`config.mk`:
```
export PLATFORM = sky130hd
export DESIGN_NAME = vote_verify
export DESIGN_NICKNAME = d
export VERILOG_FILES = /design/src/rtl/vote_verify.sv
export SDC_FILE = /design/constraint.sdc
export NUM_CORES = 1
export LEC_CHECK = 0
export ABC_AREA = 1
export CAP_MARGIN = 0
export CORE_MARGIN = 3
export CORE_UTILIZATION = 35
export CTS_CLUSTER_SIZE = 28
export DETAILED_ROUTE_END_ITERATION = 10
export PLACE_DENSITY = 0.59
export SLEW_MARGIN = 25
export SYNTH_ARGS = -nofsm -noshare
export SYNTH_HDL_FRONTEND = slang
export SYNTH_SLANG_ARGS = --single-unit
```
`constraint.sdc`:
```
create_clock -name clk -period 36.9 [get_ports clk]
set_input_delay 5.535 -clock clk [delete_from_list [all_inputs] [get_ports clk]]
set_output_delay 5.535 -clock clk [all_outputs]
set_load 0.1 [all_outputs]
```
`src/rtl/vote_verify.sv`:
```
// Ballot verifier: matches a presented encrypted credential against three enrolled voter
// slots, enforces one vote per slot and keeps saturating per-candidate tallies.
module vote_verify #(
    parameter int NUM_CAND = 3,
    parameter int TALLY_W  = 8
) (
    input  logic               clk,
    input  logic               rst,
    input  logic               enr_valid,
    input  logic [1:0]         enr_idx,
    input  logic [127:0]       enr_cred,
    input  logic               poll_close,
    input  logic               req_valid,
    output logic               req_ready,
    input  logic [127:0]       req_cred,
    input  logic [1:0]         req_cand,
    output logic               rsp_valid,
    output logic [1:0]         rsp_code,
    output logic [1:0]         rsp_voter,
    output logic [TALLY_W-1:0] tally_0,
    output logic [TALLY_W-1:0] tally_1,
    output logic [TALLY_W-1:0] tally_2,
    output logic [TALLY_W-1:0] tally_3,
    output logic [TALLY_W-1:0] total_votes,
    output logic [2:0]         voted
);

    localparam logic [1:0] CODE_OK      = 2'd0;
    localparam logic [1:0] CODE_UNKNOWN = 2'd1;
    localparam logic [1:0] CODE_DUP     = 2'd2;
    localparam logic [1:0] CODE_REJ     = 2'd3;

    typedef enum logic [1:0] {IDLE, CMP, COMMIT, RESP} state_t;

    state_t state, state_next;

    logic [127:0]       cred [3];
    logic [2:0]         enrolled;
    logic [TALLY_W-1:0] tally [4];

    logic               accept;
    logic               enr_take;

    logic [127:0]       cred_p0;
    logic [1:0]         cand_p0;
    logic               hit;
    logic [1:0]         slot;
    logic               hit_p1;
    logic [1:0]         slot_p1;
    logic [1:0]         code_p2;
    logic [3:0]         voted_x;

    function automatic logic [TALLY_W-1:0] sat_inc(input logic [TALLY_W-1:0] v);
        return (v == '1) ? v : v + TALLY_W'(1);
    endfunction

    assign req_ready = (state == IDLE) && !enr_valid && !rst;
    assign accept    = req_valid && req_ready;
    assign enr_take  = enr_valid && (state == IDLE) && (enr_idx != 2'd3);
    assign rsp_valid = (state == RESP);

    assign tally_0 = tally[0];
    assign tally_1 = tally[1];
    assign tally_2 = tally[2];
    assign tally_3 = tally[3];

    always_ff @(posedge clk or posedge rst) begin
        if (rst) begin
            state <= IDLE;
        end else begin
            state <= state_next;
        end
    end

    always_comb begin
        state_next = state;
        case (state)
            IDLE:    if (accept) state_next = CMP;
            CMP:     state_next = COMMIT;
            COMMIT:  state_next = RESP;
            RESP:    state_next = IDLE;
            default: state_next = IDLE;
        endcase
    end

    // Stage p0 -> p1: registered ballot compared against every enrolled slot; lowest index wins
    always_comb begin
        hit  = 1'b0;
        slot = 2'd3;
        for (int i = 2; i >= 0; i--) begin
            if (enrolled[i] && (cred[i] == cred_p0)) begin
                hit  = 1'b1;
                slot = 2'(i);
            end
        end
    end

    // Stage p1 -> p2: verdict, in priority order, using poll_close as seen in COMMIT
    assign voted_x = {1'b0, voted};

    always_comb begin
        code_p2 = CODE_OK;
        if (poll_close) begin
            code_p2 = CODE_REJ;
        end else if (!hit_p1) begin
            code_p2 = CODE_UNKNOWN;
        end else if (voted_x[slot_p1]) begin
            code_p2 = CODE_DUP;
        end else if (32'(cand_p0) >= 32'(NUM_CAND)) begin
            code_p2 = CODE_REJ;
        end else if (tally[cand_p0] == '1) begin
            code_p2 = CODE_REJ;
        end
    end

    always_ff @(posedge clk) begin
        if (accept) begin
            cred_p0 <= req_cred;
            cand_p0 <= req_cand;
        end
        if (state == CMP) begin
            hit_p1  <= hit;
            slot_p1 <= slot;
        end
    end

    always_ff @(posedge clk or posedge rst) begin
        if (rst) begin
            for (int i = 0; i < 3; i++) cred[i] <= '0;
            for (int i = 0; i < 4; i++) tally[i] <= '0;
            enrolled    <= '0;
            voted       <= '0;
            total_votes <= '0;
            rsp_code    <= CODE_OK;
            rsp_voter   <= 2'd3;
        end else begin
            for (int i = 0; i < 3; i++) begin
                if (enr_take && (enr_idx == 2'(i))) begin
                    cred[i]     <= enr_cred;
                    enrolled[i] <= 1'b1;
                    voted[i]    <= 1'b0;
                end
            end
            if (state == COMMIT) begin
                rsp_code  <= code_p2;
                rsp_voter <= slot_p1;
                if (code_p2 == CODE_OK) begin
                    tally[cand_p0] <= sat_inc(tally[cand_p0]);
                    total_votes    <= sat_inc(total_votes);
                    for (int i = 0; i < 3; i++) begin
                        if (slot_p1 == 2'(i)) voted[i] <= 1'b1;
                    end
                end
            end
        end
    end

endmodule

```
# [Word-level counts from Yosys, hierarchy flattened]
# Index checks and enable logic that the tools add are counted.
[op_classes] n_lt_le_gt_ge=4 mux=27 add_sub_neg=2 reduce_logical=21 eq_ne=14 bitwise_logic=2
[ops] operator="128-bit == test" count=3
[ops] operator="32-bit bitwise mux" count=1
[ops] operator="8-bit 2-to-1 mux" count=4
[ops] operator="8-bit by 1-bit adder with 8-bit output, second input constant" count=2
[ops] operator="8-bit binary-select mux with 2-bit select" count=1
[ops] operator="8-bit demux with 2-bit select" count=1
[ops] operator="8-bit == test, second input constant" count=2
[ops] operator="1-bit logical AND" count=12
[ops] operator="2-bit 2-to-1 mux" count=6
[ops] operator="1-bit 2-to-1 mux" count=10
[ops] operator="2-bit == test, second input constant" count=4
[ops] operator="2-bit zero test" count=4
[ops] operator="2-bit one-hot mux with 4 select lines" count=1
[ops] operator="2-bit by 1-bit == test with 1-bit output, second input constant" count=3
[ops] operator="3-bit 2-to-1 mux" count=2
[ops] operator="2-bit inequality test, second input constant" count=2
[ops] operator="3-bit >= comparator, second input constant" count=1
[ops] operator="2-bit by 3-bit less-than comparator with 1-bit output, second input constant" count=1
[ops] operator="3-bit by 1-bit less-than comparator with 1-bit output, second input constant" count=1
[ops] operator="2-bit NOT with 3-bit output" count=1
[ops] operator="3-bit AND reduction" count=1
[ops] operator="1-bit binary-select mux with 2-bit select" count=1
[ops] operator="2-bit >= comparator, second input constant" count=1
[ops] operator="1-bit zero test" count=2
[ops] operator="3 further kinds" count=3
[totals] register_bits=569 word_cells=90 input_bits=265

# [Logic depth before layout (Yosys ltp)]
# Gate-level depths: netlist of run 1.
[logic_depth] ltp_word=13 mapped_depth=15

# [Worst setup path before layout of run 1]
# Ideal clock, no wire load.
[synth_path] kind="input port to output port" startpoint="in enr_valid" endpoint="out req_ready" t_arrival_ps=7663 path_stages=1 setup_slack_ps=23702 cell_sequence="nor3_1"
[synth_between] elab_chain_cells=3
[synth_lines] element="start: declaration" line="9" source="input logic enr_valid,"
[synth_lines] element="1-bit zero test" line="57" source="assign req_ready = (state == IDLE) && !enr_valid && !rst;"
[synth_lines] element="1-bit logical AND (2 in series)" line="57"
[synth_lines] element="end: declaration" line="14" source="output logic req_ready,"
# Every way passes these cells.

# [Final worst setup path of run 1]
[layout_path] startpoint="in rst" endpoint="out req_ready"
[layout_between] elab_chain_cells=2
[layout_lines] element="start: declaration" line="8" source="input logic rst,"
[layout_lines] element="1-bit zero test (no source line)"
[layout_lines] element="1-bit logical AND" line="57"
# Every way passes these cells.

==> results of run 1 <==
area by class of cell:
class	instances	area [um^2]
fillers	7449	42000
repair buffers	330	3300
inverters	448	1690
clock buffers	92	1830
well taps	969	1210
flip-flops and latches	569	14900
clock inverters	29	259
diodes	5	12.5
multi-input cells	2108	9600
synth_stat cells, types with 13 or more instances:
cell,count,area share (%)
o21ai_0,550,10
o21ai_1,25,0.47
xor2_1,50,1.6
nor2_1,226,3.2
inv_1,444,6.3
o22ai_1,23,0.54
a21oi_1,13,0.24
nand4_1,27,0.64
nand3_1,23,0.43
edfxtp_1,133,15
dfrtp_1,434,41
clkbuf_1,88,1.2
nand2_1,1068,15
xnor2_1,52,1.7
layout by cell type (no fill, tap or decap), types with 25 or more instances in the layout:
master	Yosys	layout
nor2_1	226	226
o21ai_0	550	550
dfrtp_1	434	434
nand2_1	1068	1066
nand4_1	27	27
inv_1	444	443
xor2_1	50	50
xnor2_1	52	52
o21ai_1	25	25
clkbuf_16	0	68
edfxtp_1	133	133
clkdlybuf4s50_1	0	313
flip-flops by register name, indices dropped and copies added, names as in the netlist, 3 cells and up:
signal / cells
tally_2: 8
tally_0: 8
total_votes: 8
cred_p0: 128
enrolled: 3
tally_1: 8
cred: 384
voted: 3
tally_3: 8
stage by stage:
step	worst slack [ps]	hold slack (ps)	instances	power (W)
after global routing	23810	418	4548	0.00260
after CTS	23850	402	4544	0.00246
after global placement	23820	389	4422	0.00178
after detailed placement	23860	389	4423	0.00180
after floorplan	19220	423	3222	0.00149
final	23860	398	4550	0.00246
power groups by stage:
stage	clock network, W	logic (W)	registers [W]
after floorplan	0	0.000426	0.00106
after global placement	0	0.000720	0.00106
after detailed placement	0	0.000735	0.00106
after CTS	0.000661	0.000738	0.00106
after global routing	0.000683	0.000826	0.00109
final	0.000649	0.000747	0.00106
per-layer routing:
layer | routed length, um | share of wire [%] | track usage (%) | vias to the layer above
met1 | 42700 | 42 | 35.2 | 10800
met4 | 3910 | 3.9 | 9.46 | 2
met2 | 46000 | 45 | 39.6 | 985
met5 | 9 | 0.0089 | 0 | -
li1 | - | - | - | 10700
met3 | 8940 | 8.8 | 4.78 | 164
worst max-delay path, cell delays in order:
cell	delay, ps
clkdlybuf4s50_1	510
nor3_1	270
clkdlybuf4s50_1	1180
worst max path at each step:
stage	slack [ps]	cells past startpoint	startpoint	end
global route	23810	3	rst	req_ready
finish	23860	3	rst	req_ready
detailed placement	23860	3	rst	req_ready
global placement	23820	3	rst	req_ready
floorplan	19220	1	rst	cred[0]
CTS	23850	3	rst	req_ready
cell families after synthesis:
| family | Yosys count |
|---|---|
| buffers and inverters | 545 |
| AOI/OAI and AO/OA | 615 |
| xor gates and xnor gates | 102 |
| and+or+nand+nor | 1384 |
| adders and majority gates | 7 |
| DFF | 569 |
==> impl_results.md, run 1 <==
- Status: finished clean
- Clock Tree Buf Depth: 3
- Largest net degree at the start of global routing: 116
- Vias per inst: around 5.0
- Skew-Pair Late Insertion Delay: 630 ps
- CP Capture Type: output port
- XOR/XNOR share of the synthesized area: ~3.4%
- Tmin final: between 10,000 and 15,000 ps
- Syn avg cell area: approximately 8.2 um^2
- Synth-to-layout area growth: 23.5%
- Internal: 0.00150 W
- Hold Crit Depth: 0
- Worst-path clk slew: ~60 ps
- Finish-stage setup viols: 0
- CTS sink cnt: around 570
- Number of nets with antenna violations after routing: 0
- Slew margin rel.: 30.7%
- Core area: around 75,000 um^2
- Core Util, Final: roughly 44%
- CTS Root Cell: clkbuf_16
- Adder-cell share of the synthesized area: less than 1%
- Antenna violations before repair: 8
- Unrepaired setup endpoints after global routing: no
- Final hold vios: 0
- R2r setup slk: 33,570 ps
- Sw power: 0.000956 W
- Cells after Synth: roughly 3,200
- Synth Area in Simple Gates: about a fifth
- Req. time, crit path: around 31,000 ps
- CP arrival: between 7000 and 8000 ps
- Routed wire per std cell: 22.3 um
- Final instance area: approximately 33,000 um^2
- Switching share of power: 38.9%
- Synth cell types: 38
- Worst Max-Slew Pin Slew: just over 1000 ps
- Pre-antenna DRT Iters: 6
- Reg2Reg Capture Point: cred[51]
- Worst min-delay path class: reg -> reg
- Combinational power share: a little under a third
- Die width: roughly 280 um
- Final WL: just over 100,000 um
- Overall routing resource usage: roughly 25%
- GRT Residual Overflow: 0
- Worst reg-to-reg path cell count: 10
- Mux share of post-synthesis cell area: 0%
- Post-CTS setup buffers: 0
- Critical path fanouts, max: 2
- Initial Utilization: a little over a third
- Max Cap Viol: 0
- F_max: between 70 and 80 MHz
- Period utilisation layout: 35.3%
- Port Buffers: roughly 310
- Clk pwr share: 26.4%
- Share of cells above drive strength 1: 4.19%
- Worst Setup Start Kind: input pin
- Rows: 100
- Number of global-route vias before repair: between 20,000 and 25,000
- Hold Crit Start: tally_3[0]
- Most used DFF post-synth: dfrtp_1
- Seq/Total Area, Yosys: between 50% and 60%
- Yosys warnings: 0
- Seq pwr share: a little over two fifths
- Total Neg Setup Slack: 0 ps
- WHS Endpoint: tally_3[0]
- Async S/R FF share, synth: 76.6%
- Critical path class: in -> out
- Reg-to-reg startpoint: state[0]
- GP Congestion: roughly 1.0
- CTS H-tree depth: 3
- Peak supply drop: about 0.032 mV
- CTS tree: done
- Cell Area, Placed: slightly above 30,000 um^2
- # IOs: about 310
- Synth Area in Compound Gates: roughly an eighth
- Die area: ~79,000 um^2
- Vias: between 20,000 and 25,000
- Worst Clk Skew: 22.6 ps
- CTS buffer count: 67
- EDFF count, synth: 133
- Main combinational cell family by area after synthesis: simple AND/OR/NAND/NOR gates
- Slew Limit Fails: 0
- Leak: ~16 nW
- Nets: between 3,000 and 4,000
- DRC violations left: 0
- PwrDens: ~75 nW/um^2
- Post-cts resize count: 0
- Synth Net Count: around 3,500
- Die Y: between 200 and 300 um
- Iter 0 DRT Violations: roughly 2,700
- Synth Register Bits: roughly 570
- Synthesized area: 26,600 um^2
- Global-route wire length before repair: around 140,000 um
- Hold_buf cts: 0
- Detailed placement HPWL: 79,000 um
(Power assumes the default switching activity.)
==> inputs of run 2 (changes only) <==
PLACE_DENSITY = 0.61   (was 0.59)
clock period = 11.9 ns   (was 36.9 ns; I/O delays follow)
==> impl_results.md, run 2 (synthesis gave the netlist of run 1 again) <==
- Cell Area, Placed: 30,700 um^2 (about the same)
- Switching share of power: 38.4% (-0.44 points)
- CTS Root Cell: clkbuf_16
- Number of nets with antenna violations after routing: 0 (unchanged)
- CTS tree: done
- Layout Cells excl Fill: 4,547 (-0.066%)
- Die width: 281 um (unchanged)
- Worst Max-Slew Pin Slew: 1050 ps (+9.09 ps)
- Sw power: 0.00297 W (+210%)
- Synth-to-layout area growth: 23.9%
- CP peak stage delay: 1180 ps (about the same)
- CP cell instances: clkdlybuf4s50_1, nor3_1, clkdlybuf4s50_1
- R2r setup slk: 8830 ps (-24,740 ps)
- PwrDens: 235 nW/um^2 (+210%)
- Slew margin rel.: 29.8% (-0.89 points)
- Combinational power share: 30.2% (-0.2 points)
- Largest regs: cred: 384 flops, cred_p0: 128 flops
- Number of cells on the critical path: 3 (unchanged)
- Worst Setup Start Kind: input pin
- Nets: 3,797 (+0.026%)
- CTS buffer count: 68 (+1.5%)
- Leak: 15.6 nW (+0.49%)
- Share of cells above drive strength 1: 4.53% (+0.33 points)
- F_max: around 180 MHz
- Post-CTS setup buffers: 0 (unchanged)
- Worst-path clk slew: 50 ps (about the same)
- Initial Utilization: 35.5% (unchanged)
- # IOs: 314 (unchanged)
- Max Cap Viol: 0 (unchanged)
- Reg2Reg Capture Point: tally_1[0]
- Clk pwr share: 27.2% (+0.8 points)
- Hold_buf cts: 0 (unchanged)
- Vias per inst: 5.00 (+0.35%)
- Top cell by count, worst path: clkdlybuf4s50_1
- Worst Clk Skew: 15.4 ps (-7.19 ps)
- Iter 0 DRT Violations: 2,539 (-5.4%)
- Critical path's top delay family: buffers and inverters
- Launch point of the worst path: enr_valid
- Detailed placement HPWL: 79,600 um (+0.68%)
- Number of filler instances in the final layout: 7,456 (+0.094%)
- Final Power: 0.00772 W (+210%)
- Placed cells: 4,424 (+0.023%)
- Internal: 0.00475 W (+220%)
- Most frequent cells in the layout: nand2_1, o21ai_0, inv_1
- Die Y: 281 um (unchanged)
- Reg-to-reg startpoint: cand_p0[0]
- Area of the multi-input gates: 9600 um^2 (unchanged)
- Req. time, crit path: 10,120 ps (-21,240 ps)
- Critical path fanouts, max: 3 (+1)
- Port Buffers: 313 (unchanged)
- DRC violations left: 0 (unchanged)
- Peak supply drop: 0.0984 mV (+200%)
- Rows: 100 (unchanged)
- CTS sink cnt: 569 (unchanged)
- Overall routing resource usage: 25.5% (+0.16 points)
- Largest net degree at the start of global routing: 104 (-10%)
- CTS H-tree depth: 3 (unchanged)
- CP Capture Type: output port
- Storage cell area: 14,900 um^2 (unchanged)
- CP bufs+invs: 2 (unchanged)
- Status: finished clean
- Die area: 79,200 um^2 (unchanged)
- Critical path class: in -> out
- Seq pwr share: 42.6% (-0.6 points)
- CP arrival: 3670 ps (-3840 ps)
- Post-cts resize count: 0 (unchanged)
- Total Neg Setup Slack: 0 ps (unchanged)
- Tmin final: about 5500 ps
- GRT Residual Overflow: 0 (unchanged)
- Antenna violations before repair: 5 (-3)
- Slew Limit Fails: 0 (unchanged)
- Finish-stage setup viols: 0 (unchanged)
- Pre-antenna DRT Iters: 6 (unchanged)
- Max reg flops: 384 (unchanged)
- Core area: 74,800 um^2 (unchanged)
- Final WL: 102,000 um (about the same)
- Critical path endpoint: req_ready
- Max stage delay cell, worst path: clkdlybuf4s50_1
- Final instance area: 32,900 um^2 (+0.29%)
- Worst min-delay path class: reg -> reg
- Clock Tree Buf Depth: 3 (unchanged)
- Unrepaired setup endpoints after global routing: no
- Core Util, Final: 44.0% (+0.13 points)
- Final hold vios: 0 (unchanged)
- Period utilisation layout: between 40% and 50%
- Skew-Pair Late Insertion Delay: 620 ps (about the same)
- Number of global-route vias before repair: 21,700 (+2.4%)
- Leading cell type in the layout, fill and taps excluded: nand2_1
- Worst reg-to-reg path cell count: 11 (+1)
- Global-route wire length before repair: 145,000 um (+0.71%)
- GP Congestion: 1.02 (-0.74%)
- Vias: 22,700 (+0.28%)
- Largest register by flop count: cred
- Routed wire per std cell: 22.3 um (+0.13%)
run 2: changes by cell type in the layout (fill, tap and decap cells not counted), moves of 3 or more:
cell      previous run  this run
diode_2              5         1
clkbuf_8             4         8
clkinv_1             9         4
clkbuf_1            20        14
clkinv_2             8        13
buf_4               12        15
run 2: routing by layer:
layer  routed length [um]  track usage [%]
met1                42800             34.5
met2                45900             40.4
met3                 9000             5.64
met4                 3890             9.08
met5                   23                0
run 2: worst min path at each step:
stage,start,endpoint,slack (ps),cells past startpoint
2_1_floorplan,enrolled[1],enrolled[1],420,2
3_3_place_gp,tally_3[3],tally_3[3],390,0
3_5_place_dp,tally_3[3],tally_3[3],390,0
4_1_cts,tally_3[3],tally_3[3],410,0
5_1_grt,tally_3[4],tally_3[4],420,0
6_report,tally_3[3],tally_3[3],400,0
run 2: power groups by stage:
| stage | Combinational (W) | Sequential, W | Clock [W] |
|---|---|---|---|
| 3_3_place_gp | 0.00224 | 0.00328 | 0 |
| 6_report | 0.00233 | 0.00329 | 0.00210 |
| 2_1_floorplan | 0.00132 | 0.00330 | 0 |
| 5_1_grt | 0.00259 | 0.00337 | 0.00221 |
| 3_5_place_dp | 0.00230 | 0.00329 | 0 |
| 4_1_cts | 0.00231 | 0.00327 | 0.00213 |
run 2: final cells by class:
class                      instances  area share [%]
antenna                            1         0.00760
clock buffer                      92            5.82
clock inverter                    30           0.928
inverter                         448            5.13
multi-input combinational       2108            29.2
sequential                       569            45.3
tap                              969            3.68
timing repair buffer             330            9.98
run 2: stage by stage:
stage | hold WS, ps | setup slack [ps]
final | 402 | 6450
after global routing | 417 | 6390
after CTS | 406 | 6440
after detailed placement | 390 | 6440
after global placement | 391 | 6420
after floorplan | 423 | 3990
